[src/rtl/hazard_scoreboard_if.sv]
// Issue/decision bundle between CU/RD and the hazard scoreboard.
// Decisions are combinational from the issue fields and scoreboard state.
// No handshake of its own: stall is the only backpressure toward the CU.
interface hazard_scoreboard_if #(
    parameter int REG_AW = 5,
    parameter int STAGES = 4
);
    localparam int SW    = $clog2(STAGES + 1);
    localparam int NREGS = 2 ** REG_AW;

    logic              issue_valid;
    logic [REG_AW-1:0] issue_rs;
    logic [REG_AW-1:0] issue_rt;
    logic              issue_rs_use;
    logic              issue_rt_use;
    logic [REG_AW-1:0] issue_rd;
    logic              issue_we;
    logic [SW-1:0]     issue_avail;
    logic              stall;
    logic              fwd_rs_valid;
    logic [SW-1:0]     fwd_rs_stage;
    logic              fwd_rt_valid;
    logic [SW-1:0]     fwd_rt_stage;
    logic [NREGS-1:0]  busy_vec;

    // CU/RD side: presents the instruction, consumes the decisions
    modport master (
        output issue_valid, issue_rs, issue_rt, issue_rs_use, issue_rt_use,
               issue_rd, issue_we, issue_avail,
        input  stall, fwd_rs_valid, fwd_rs_stage, fwd_rt_valid, fwd_rt_stage,
               busy_vec
    );

    // scoreboard side
    modport slave (
        input  issue_valid, issue_rs, issue_rt, issue_rs_use, issue_rt_use,
               issue_rd, issue_we, issue_avail,
        output stall, fwd_rs_valid, fwd_rs_stage, fwd_rt_valid, fwd_rt_stage,
               busy_vec
    );
endinterface

[src/rtl/hazard_scoreboard.sv]
// Per-register in-flight write tracker issuing stall/forward decisions.
// Decisions are combinational (0 cycles); state updates are visible the cycle after the edge.
// stall holds CU/RD while a producer's result is not yet forwardable; hold freezes all ages.
module hazard_scoreboard #(
    parameter int REG_AW      = 5,
    parameter int STAGES      = 4,
    parameter int FLUSH_DEPTH = 1
) (
    input  logic clk,
    input  logic rst,
    input  logic hold,
    input  logic flush,
    hazard_scoreboard_if.slave sb
);
    localparam int SW    = $clog2(STAGES + 1);
    localparam int NREGS = 2 ** REG_AW;
    localparam logic [SW-1:0] STAGES_L = SW'(STAGES);
    localparam logic [SW-1:0] FLUSH_L  = SW'(FLUSH_DEPTH);

    logic [NREGS-1:0] busy_q, busy_d;
    logic [SW-1:0]    age_q   [NREGS];
    logic [SW-1:0]    age_d   [NREGS];
    logic [SW-1:0]    avail_q [NREGS];
    logic [SW-1:0]    avail_d [NREGS];

    logic          rs_pend, rt_pend;
    logic          rs_stall, rt_stall;
    logic          accept;
    logic [SW-1:0] avail_clamped;

    // source checks: a pending producer either stalls us or names the forwarding stage
    always_comb begin
        rs_pend  = sb.issue_valid & sb.issue_rs_use & busy_q[sb.issue_rs] & (sb.issue_rs != '0);
        rt_pend  = sb.issue_valid & sb.issue_rt_use & busy_q[sb.issue_rt] & (sb.issue_rt != '0);
        rs_stall = rs_pend & (age_q[sb.issue_rs] < avail_q[sb.issue_rs]);
        rt_stall = rt_pend & (age_q[sb.issue_rt] < avail_q[sb.issue_rt]);

        sb.stall        = rs_stall | rt_stall;
        sb.fwd_rs_valid = rs_pend & ~rs_stall;
        sb.fwd_rt_valid = rt_pend & ~rt_stall;
        sb.fwd_rs_stage = sb.fwd_rs_valid ? age_q[sb.issue_rs] : '0;
        sb.fwd_rt_stage = sb.fwd_rt_valid ? age_q[sb.issue_rt] : '0;
        sb.busy_vec     = busy_q;

        // hold only blocks acceptance; the external stall unit ORs it into stall
        accept = sb.issue_valid & ~sb.stall & ~hold & ~flush;

        // avail of 0 behaves as EX, anything beyond writeback behaves as writeback
        if (sb.issue_avail == '0) begin
            avail_clamped = SW'(1);
        end else if (sb.issue_avail > STAGES_L) begin
            avail_clamped = STAGES_L;
        end else begin
            avail_clamped = sb.issue_avail;
        end
    end

    // next state: flush kill, aging/retire, then the new producer overrides its register
    always_comb begin
        busy_d  = busy_q;
        age_d   = age_q;
        avail_d = avail_q;
        for (int r = 0; r < NREGS; r++) begin
            if (busy_q[r]) begin
                // entries younger than branch resolution (by their age this cycle) die on flush
                if (flush && (age_q[r] < FLUSH_L)) begin
                    busy_d[r]  = 1'b0;
                    age_d[r]   = '0;
                    avail_d[r] = '0;
                end else if (!hold) begin
                    if (age_q[r] == STAGES_L) begin
                        busy_d[r]  = 1'b0;
                        age_d[r]   = '0;
                        avail_d[r] = '0;
                    end else begin
                        age_d[r] = age_q[r] + SW'(1);
                    end
                end
            end
        end
        // youngest producer wins; a same-edge retire of the older one is overwritten here
        if (accept && sb.issue_we && (sb.issue_rd != '0)) begin
            busy_d[sb.issue_rd]  = 1'b1;
            age_d[sb.issue_rd]   = SW'(1);
            avail_d[sb.issue_rd] = avail_clamped;
        end
        busy_d[0] = 1'b0;
    end

    // scoreboard state register; reset beats hold, flush and issue
    always_ff @(posedge clk) begin
        if (rst) begin
            busy_q <= '0;
            for (int r = 0; r < NREGS; r++) begin
                age_q[r]   <= '0;
                avail_q[r] <= '0;
            end
        end else begin
            busy_q <= busy_d;
            for (int r = 0; r < NREGS; r++) begin
                age_q[r]   <= age_d[r];
                avail_q[r] <= avail_d[r];
            end
        end
    end
endmodule

[src/flat_wrapper.sv]
// flat-port wrapper written by rule: the top's interface ports become plain ports
module hazard_scoreboard_flat 
#(
    parameter int REG_AW      = 5,
    parameter int STAGES      = 4,
    parameter int FLUSH_DEPTH = 1
)
  (clk, rst, hold, flush, sb_issue_valid, sb_issue_rs, sb_issue_rt, sb_issue_rs_use, sb_issue_rt_use, sb_issue_rd, sb_issue_we, sb_issue_avail, sb_stall, sb_fwd_rs_valid, sb_fwd_rs_stage, sb_fwd_rt_valid, sb_fwd_rt_stage, sb_busy_vec);
  hazard_scoreboard_if #(.REG_AW(REG_AW), .STAGES(STAGES)) sb_i ();
  input  logic clk;
  input  logic rst;
  input  logic hold;
  input  logic flush;
  input wire logic [$bits(sb_i.issue_valid)-1:0] sb_issue_valid;
  input wire logic [$bits(sb_i.issue_rs)-1:0] sb_issue_rs;
  input wire logic [$bits(sb_i.issue_rt)-1:0] sb_issue_rt;
  input wire logic [$bits(sb_i.issue_rs_use)-1:0] sb_issue_rs_use;
  input wire logic [$bits(sb_i.issue_rt_use)-1:0] sb_issue_rt_use;
  input wire logic [$bits(sb_i.issue_rd)-1:0] sb_issue_rd;
  input wire logic [$bits(sb_i.issue_we)-1:0] sb_issue_we;
  input wire logic [$bits(sb_i.issue_avail)-1:0] sb_issue_avail;
  output wire logic [$bits(sb_i.stall)-1:0] sb_stall;
  output wire logic [$bits(sb_i.fwd_rs_valid)-1:0] sb_fwd_rs_valid;
  output wire logic [$bits(sb_i.fwd_rs_stage)-1:0] sb_fwd_rs_stage;
  output wire logic [$bits(sb_i.fwd_rt_valid)-1:0] sb_fwd_rt_valid;
  output wire logic [$bits(sb_i.fwd_rt_stage)-1:0] sb_fwd_rt_stage;
  output wire logic [$bits(sb_i.busy_vec)-1:0] sb_busy_vec;
  assign sb_i.issue_valid = sb_issue_valid;
  assign sb_i.issue_rs = sb_issue_rs;
  assign sb_i.issue_rt = sb_issue_rt;
  assign sb_i.issue_rs_use = sb_issue_rs_use;
  assign sb_i.issue_rt_use = sb_issue_rt_use;
  assign sb_i.issue_rd = sb_issue_rd;
  assign sb_i.issue_we = sb_issue_we;
  assign sb_i.issue_avail = sb_issue_avail;
  assign sb_stall = sb_i.stall;
  assign sb_fwd_rs_valid = sb_i.fwd_rs_valid;
  assign sb_fwd_rs_stage = sb_i.fwd_rs_stage;
  assign sb_fwd_rt_valid = sb_i.fwd_rt_valid;
  assign sb_fwd_rt_stage = sb_i.fwd_rt_stage;
  assign sb_busy_vec = sb_i.busy_vec;
  hazard_scoreboard #(.REG_AW(REG_AW), .STAGES(STAGES), .FLUSH_DEPTH(FLUSH_DEPTH)) u_core (.clk(clk), .rst(rst), .hold(hold), .flush(flush), .sb(sb_i));
endmodule
[config.mk]
export PLATFORM = sky130hd
export DESIGN_NAME = hazard_scoreboard_flat
export DESIGN_NICKNAME = d
export VERILOG_FILES = /design/src/rtl/hazard_scoreboard_if.sv /design/src/rtl/hazard_scoreboard.sv /design/src/flat_wrapper.sv
export SDC_FILE = /design/constraint.sdc
export NUM_CORES = 1
export LEC_CHECK = 0
export BUFFER_PORTS_ARGS = -buffer_cell sky130_fd_sc_hd__buf_2
export CORE_UTILIZATION = 57
export DETAILED_ROUTE_END_ITERATION = 12
export PLACE_DENSITY = 0.78
export SYNTH_ARGS = -nofsm -noshare
export SYNTH_HDL_FRONTEND = slang
export SYNTH_SLANG_ARGS = --single-unit
[constraint.sdc]
create_clock -name clk -period 4.69 [get_ports clk]
set_input_delay 0.2345 -clock clk [delete_from_list [all_inputs] [get_ports clk]]
set_output_delay 0.2345 -clock clk [all_outputs]
set_load 0.01 [all_outputs]
## Word-level counts from Yosys, hierarchy flattened

Index checks and enable logic that the tools add are counted.

| word-level totals | value |
|---|---|
| flip-flop bits (word level) | 224 |
| output and inout port bits | 41 |
| logic and storage cells | 651 |

| cells by class | value |
|---|---|
| add/sub/neg operators | 32 |
| $lt $le $gt $ge | 43 |
| equality and inequality tests | 32 |
| muxes and demuxes | 412 |
| bitwise gates (word level) | 26 |
| reduce and logical (&&, ||, !) cells | 40 |

Operator list:

| operator | count |
|---|---|
| $mux W3 | 269 |
| $mux W96 | 2 |
| $mux W1 | 131 |
| $add A3 B1 Y3 const B | 32 |
| $bwmux W96 | 1 |
| $eq A3 B3 Y1 const B | 32 |
| $lt A3 B1 Y1 const B | 32 |
| $and A64 B64 Y64 | 1 |
| $not A64 Y64 | 1 |
| $or A32 B32 Y32 | 2 |
| $bmux W3 S5 | 4 |
| $logic_and A1 B1 Y1 | 36 |
| $mux W32 | 1 |
| $ge A6 B6 Y1 const B | 3 |
| $lt A5 B6 Y1 const B | 3 |
| $not A5 Y6 | 3 |
| $demux W3 S5 | 1 |
| $reduce_bool A5 Y1 | 3 |
| $and A1 B1 Y1 | 13 |
| $bmux W1 S5 | 2 |
| $lt A3 B3 Y1 | 2 |
| $lt A6 B1 Y1 const B | 1 |
| $demux W1 S5 | 1 |
| $ge A5 B1 Y1 const B | 1 |
| 4 further kinds | 8 |

## Logic depth before layout (Yosys ltp)

| depth | value |
|---|---|
| depth after elaboration | 14 |
| depth in mapped cells | 19 |
| gate-level depth less buffers | 12 |

## Worst setup path after synthesis

Ideal clock, no wire load.

| timing path | value |
|---|---|
| path type | in2out |
| start point | in sb_issue_rs[0] |
| end point | out sb_stall |
| data arrival time | 4251 ps |
| required time | 4456 ps |
| slack | 205 ps |
| stages | 19 |
| path buffers | 7 |
| cells stage by stage | buf_6 -> buf_4 -> buf_2 -> buf_2 -> buf_2 -> mux4_2 -> mux4_2 -> mux2i_1 -> ha_1 -> a211o_1 -> a21oi_1 -> a31oi_1 -> a22oi_1 -> o221ai_1 -> or2_1 -> buf_6 -> and2_4 -> buf_6 -> inv_1 |

| on the way | value |
|---|---|
| word-level cells in the longest chain between the ends | 7 |
| elaborated cells between the ends (all ways) | 15 |

RTL lines:

| item | line | RTL |
|---|---|---|
| from (decl) | flat_wrapper.sv:15 | `input wire logic [$bits(sb_i.issue_rs)-1:0] sb_issue_rs;` |
| $not A5 Y6 (not written as such) | hazard_scoreboard.sv:35 | `rs_stall = rs_pend & (age_q[sb.issue_rs] < avail_q[sb.issue_rs]);` |
| $bmux W3 S5 | hazard_scoreboard.sv:35 |  |
| $mux W3 (not written as such) (2 in a row) | hazard_scoreboard.sv:35 |  |
| $lt A3 B3 Y1 | hazard_scoreboard.sv:35 |  |
| $and A1 B1 Y1 (*) | hazard_scoreboard.sv:35 |  |
| $or A1 B1 Y1 (*) | hazard_scoreboard.sv:38 | `sb.stall = rs_stall \| rt_stall;` |
| to (decl) | flat_wrapper.sv:22 | `output wire logic [$bits(sb_i.stall)-1:0] sb_stall;` |

Mark *: on every way between the ends. The rest lies on a longest branch, timed or not. The select of a mux whose other input is x is not followed.

## Worst setup path after layout

| timing path | value |
|---|---|
| start point | reg u_core.age_q[4] in the netlist's numbering |
| end point | out sb_stall |

| on the way | value |
|---|---|
| word-level cells in the longest chain between the ends | 6 |
| elaborated cells between the ends (all ways) | 11 |

RTL lines:

| item | line | RTL |
|---|---|---|
| from (decl) | hazard_scoreboard.sv:21 | `logic [SW-1:0] age_q [NREGS];` |
| from (signal, indexed assignment) | hazard_scoreboard.sv:101 | `age_q[r] <= age_d[r];` |
| $bmux W3 S5, on equally long branches | hazard_scoreboard.sv:35, hazard_scoreboard.sv:36 |  |
| $mux W3, on equally long branches (2 in a row) | hazard_scoreboard.sv:35, hazard_scoreboard.sv:36 |  |
| $lt A3 B3 Y1, on equally long branches | hazard_scoreboard.sv:35, hazard_scoreboard.sv:36 |  |
| $and A1 B1 Y1, on equally long branches | hazard_scoreboard.sv:35, hazard_scoreboard.sv:36 |  |
| $or A1 B1 Y1 (*) | hazard_scoreboard.sv:38 |  |

Marks and branches as above.

==> metrics <==
Yosys top cell by area dfxtp_1; flop-to-flop setup slack 0.51 ns; Worst Hold Class input port to flip-flop; area delta synth->final 10.07%; fillcell total 2,031; final setup fails 0; most common cell after layout, fill and taps aside dfxtp_1; DRC Markers 0; full die area 26,820 um2; Total Routing Usage GR about a third; Setup Total Neg Slack 0 ns; per-cell routed wire length 24.24 um; Power Density 256.9 nW/um2; most frequent cells in the layout 211 x dfxtp_1, 175 x nand2_1, 146 x mux2i_1; nets approximately 1,700; Syn Nets 1,612; count of input and output buffers between 60 and 70; RSZ-0062 raised after global routing false; Die W roughly 160 um; IO Pins 67; CP Data Arrival Time 4.25 ns; skew final between 0.015 and 0.02 ns; clock buffer depth 3; Yosys reg bits 223; row count 58; Tcrit/Tclk final 95.64%; post-synthesis cell count 1,520; total power around 4.2 mW; GP Congestion 1.038; ys async rst share 0%; Final Util 64.64%; post-route cell area 16,420 um2; share of cells above drive strength 1 about a fifth; Fin. Hold Viols 0; final wirelength 46,300 um; Critical Path RT approximately 4.5 ns; hpwl dp ~33,000 um; sequential-to-total area share from yosys stat 29.93%; first-pass GRT wire length 70,410 um; Worst Setup End Kind primary output; Worst VDD drop around 0.24 mV; status finished, final reports clean; CTS Sinks about 220; synth top area cells dfxtp_1 30%, mux4_2 15%, mux2i_1 9.8%, ha_1 5.5%, nand2_1 4.4%; RR Endpoint u_core.avail_q[49]; largest net degree at the start of global routing 85; Max-Cap Viols 0; worst-path fanout max 10; YS warnings 0; H-Tree Depth 1; synth unique cells 57; f_max ~220 MHz; synthesized area 14,920 um2; DRT Pass-1 Iters 5; post-route ant nets 0; Slew HR roughly 30%; gr ovfl total 0; ys flop type dfxtp_1; Worst Tran Pin Value 1.044 ns; Placed Area 15,550 um2; vias in the first global route roughly 12,000; initial antenna violation count 5; via count 12,735; vias per cell between 6 and 7; Pleak 6.908 nW; Crit Path Category flip-flop to primary output; EDFF count, synth 0; Core Area 25,400 um2; Min Hold Slack around 0.20 ns; initial core utilization 58.73%; CP Launch Point u_core.age_q[4]; Critical Path Start Type flip-flop; r2r startpoint u_core.age_q[5]; CTS tree done; crit path capture sb_stall; Post-Syn Area per Cell 9.814 um2; clock slew at reported path FFs 0.06 ns; Clk Latency, worst-skew pair about 0.54 ns; count of pins over their slew limit 0; root buf cell clkbuf_16; Synth top area share ~30%; Final Critical Period 4.485 ns; R2R depth 14; CTS buffer count 25; die height 163.8 um; initial drt markers 1,392
==> synthesized netlist by cell type, types with 3 or more instances <==
cell type,instances
nand2_1,176
or3_1,9
buf_4,13
a32o_1,9
nand2b_1,29
buf_2,18
ha_1,66
inv_1,103
o41ai_1,4
buf_6,5
clkbuf_1,39
o31ai_1,11
o211a_1,8
mux2i_1,146
a211oi_1,12
a211o_1,4
mux4_1,3
buf_1,7
a31oi_1,3
o21ai_0,26
o32ai_1,7
a21oi_1,124
nand4_4,30
nor2_1,77
nand3_1,7
nor2b_1,33
mux2_2,7
dfxtp_1,223
nor3_1,25
and3_1,48
o2111ai_1,4
buf_12,3
a22oi_1,12
mux4_2,101
and2_1,11
nand3b_1,44
xnor2_1,40
o211ai_1,10
==> report_power, final <==
part           switching (mW)  leakage [nW]  internal [mW]
combinational           0.246          4.72          0.128
sequential            0.00347          1.80           1.90
clock                   0.802         0.387           1.14
==> worst max-delay path, stage by stage (launching register included) <==
cell	delay, ns
dfxtp_1	0.38
mux4_2	0.56
mux4_2	0.47
mux2_2	0.32
ha_1	0.35
a21o_1	0.17
a21oi_1	0.15
a31oi_1	0.07
a22oi_1	0.16
o221ai_1	0.15
or2_2	0.38
buf_4	0.19
and2_4	0.19
inv_1	0.06
buf_2	0.12
==> flip-flops by register name, summed over array words and instances (netlist names) <==
| register | cells |
|---|---|
| u_core.avail_q | 96 |
| u_core.sb.busy_vec | 31 |
| u_core.age_q | 96 |
==> stage by stage <==
| stage | setup slack, ns | std cells |
|---|---|---|
| floorplan | 0.2045 | 1520 |
| global placement | 0.3564 | 1861 |
| detailed placement | 0.3544 | 1861 |
| CTS | 0.1183 | 1902 |
| global route | 0.06006 | 1907 |
| finish | 0.2045 | 1910 |
==> kinds of logic (layout without fill, tap and decap cells) <==
| logic type | after synthesis | in the layout | synth area share [%] |
|---|---|---|---|
| mux | 257 | 257 | 26.10 |
| xor+xnor | 40 | 40 | 2.349 |
| other cells | 1 | 4 | 0.02514 |
| simple gates | 497 | 497 | 19.79 |
| compound gates | 248 | 248 | 10.49 |
| flops | 223 | 223 | 29.93 |
| buf+inv | 188 | 245 | 5.788 |
| fa+ha+maj | 66 | 66 | 5.536 |
==> layer usage <==
layer  wire (um)  global-route usage, %
met1       18770                  48.28
met2       20130                  52.75
met3        5150                  6.515
met5          25                      0
met4        2219                  16.29
==> worst min-delay path by stage <==
stage / depth (start not counted) / end / start
final: 4 / u_core.sb.busy_vec[18] / sb_issue_rd[0]
after global routing: 4 / u_core.sb.busy_vec[18] / sb_issue_rd[0]
after CTS: 4 / u_core.sb.busy_vec[18] / sb_issue_rd[0]
after detailed placement: 2 / u_core.avail_q[16] / u_core.avail_q[16]
after global placement: 2 / u_core.avail_q[16] / u_core.avail_q[16]
after floorplan: 2 / u_core.avail_q[91] / sb_issue_avail[1]
==> repair_timing <==
item / in CTS / in global routing
hold buffers: 0 / 0
buffers inserted: 0 / 5
setup endpoints to repair: 0 / 1
gates resized for setup: 0 / 13
==> layout make-up <==
type	count	area, um2	area share, %
Timing Repair Buffer	101	713.2	4.344
Clock buffer	34	699.4	4.260
Tap cell	330	412.9	2.515
Multi-Input combinational cell	1109	9628	58.64
Sequential cell	223	4479	27.28
Antenna cell	3	7.507	0.04572
Inverter	103	386.6	2.355
Clock inverter	7	91.34	0.5563
Power figures use the tool's default switching activity.
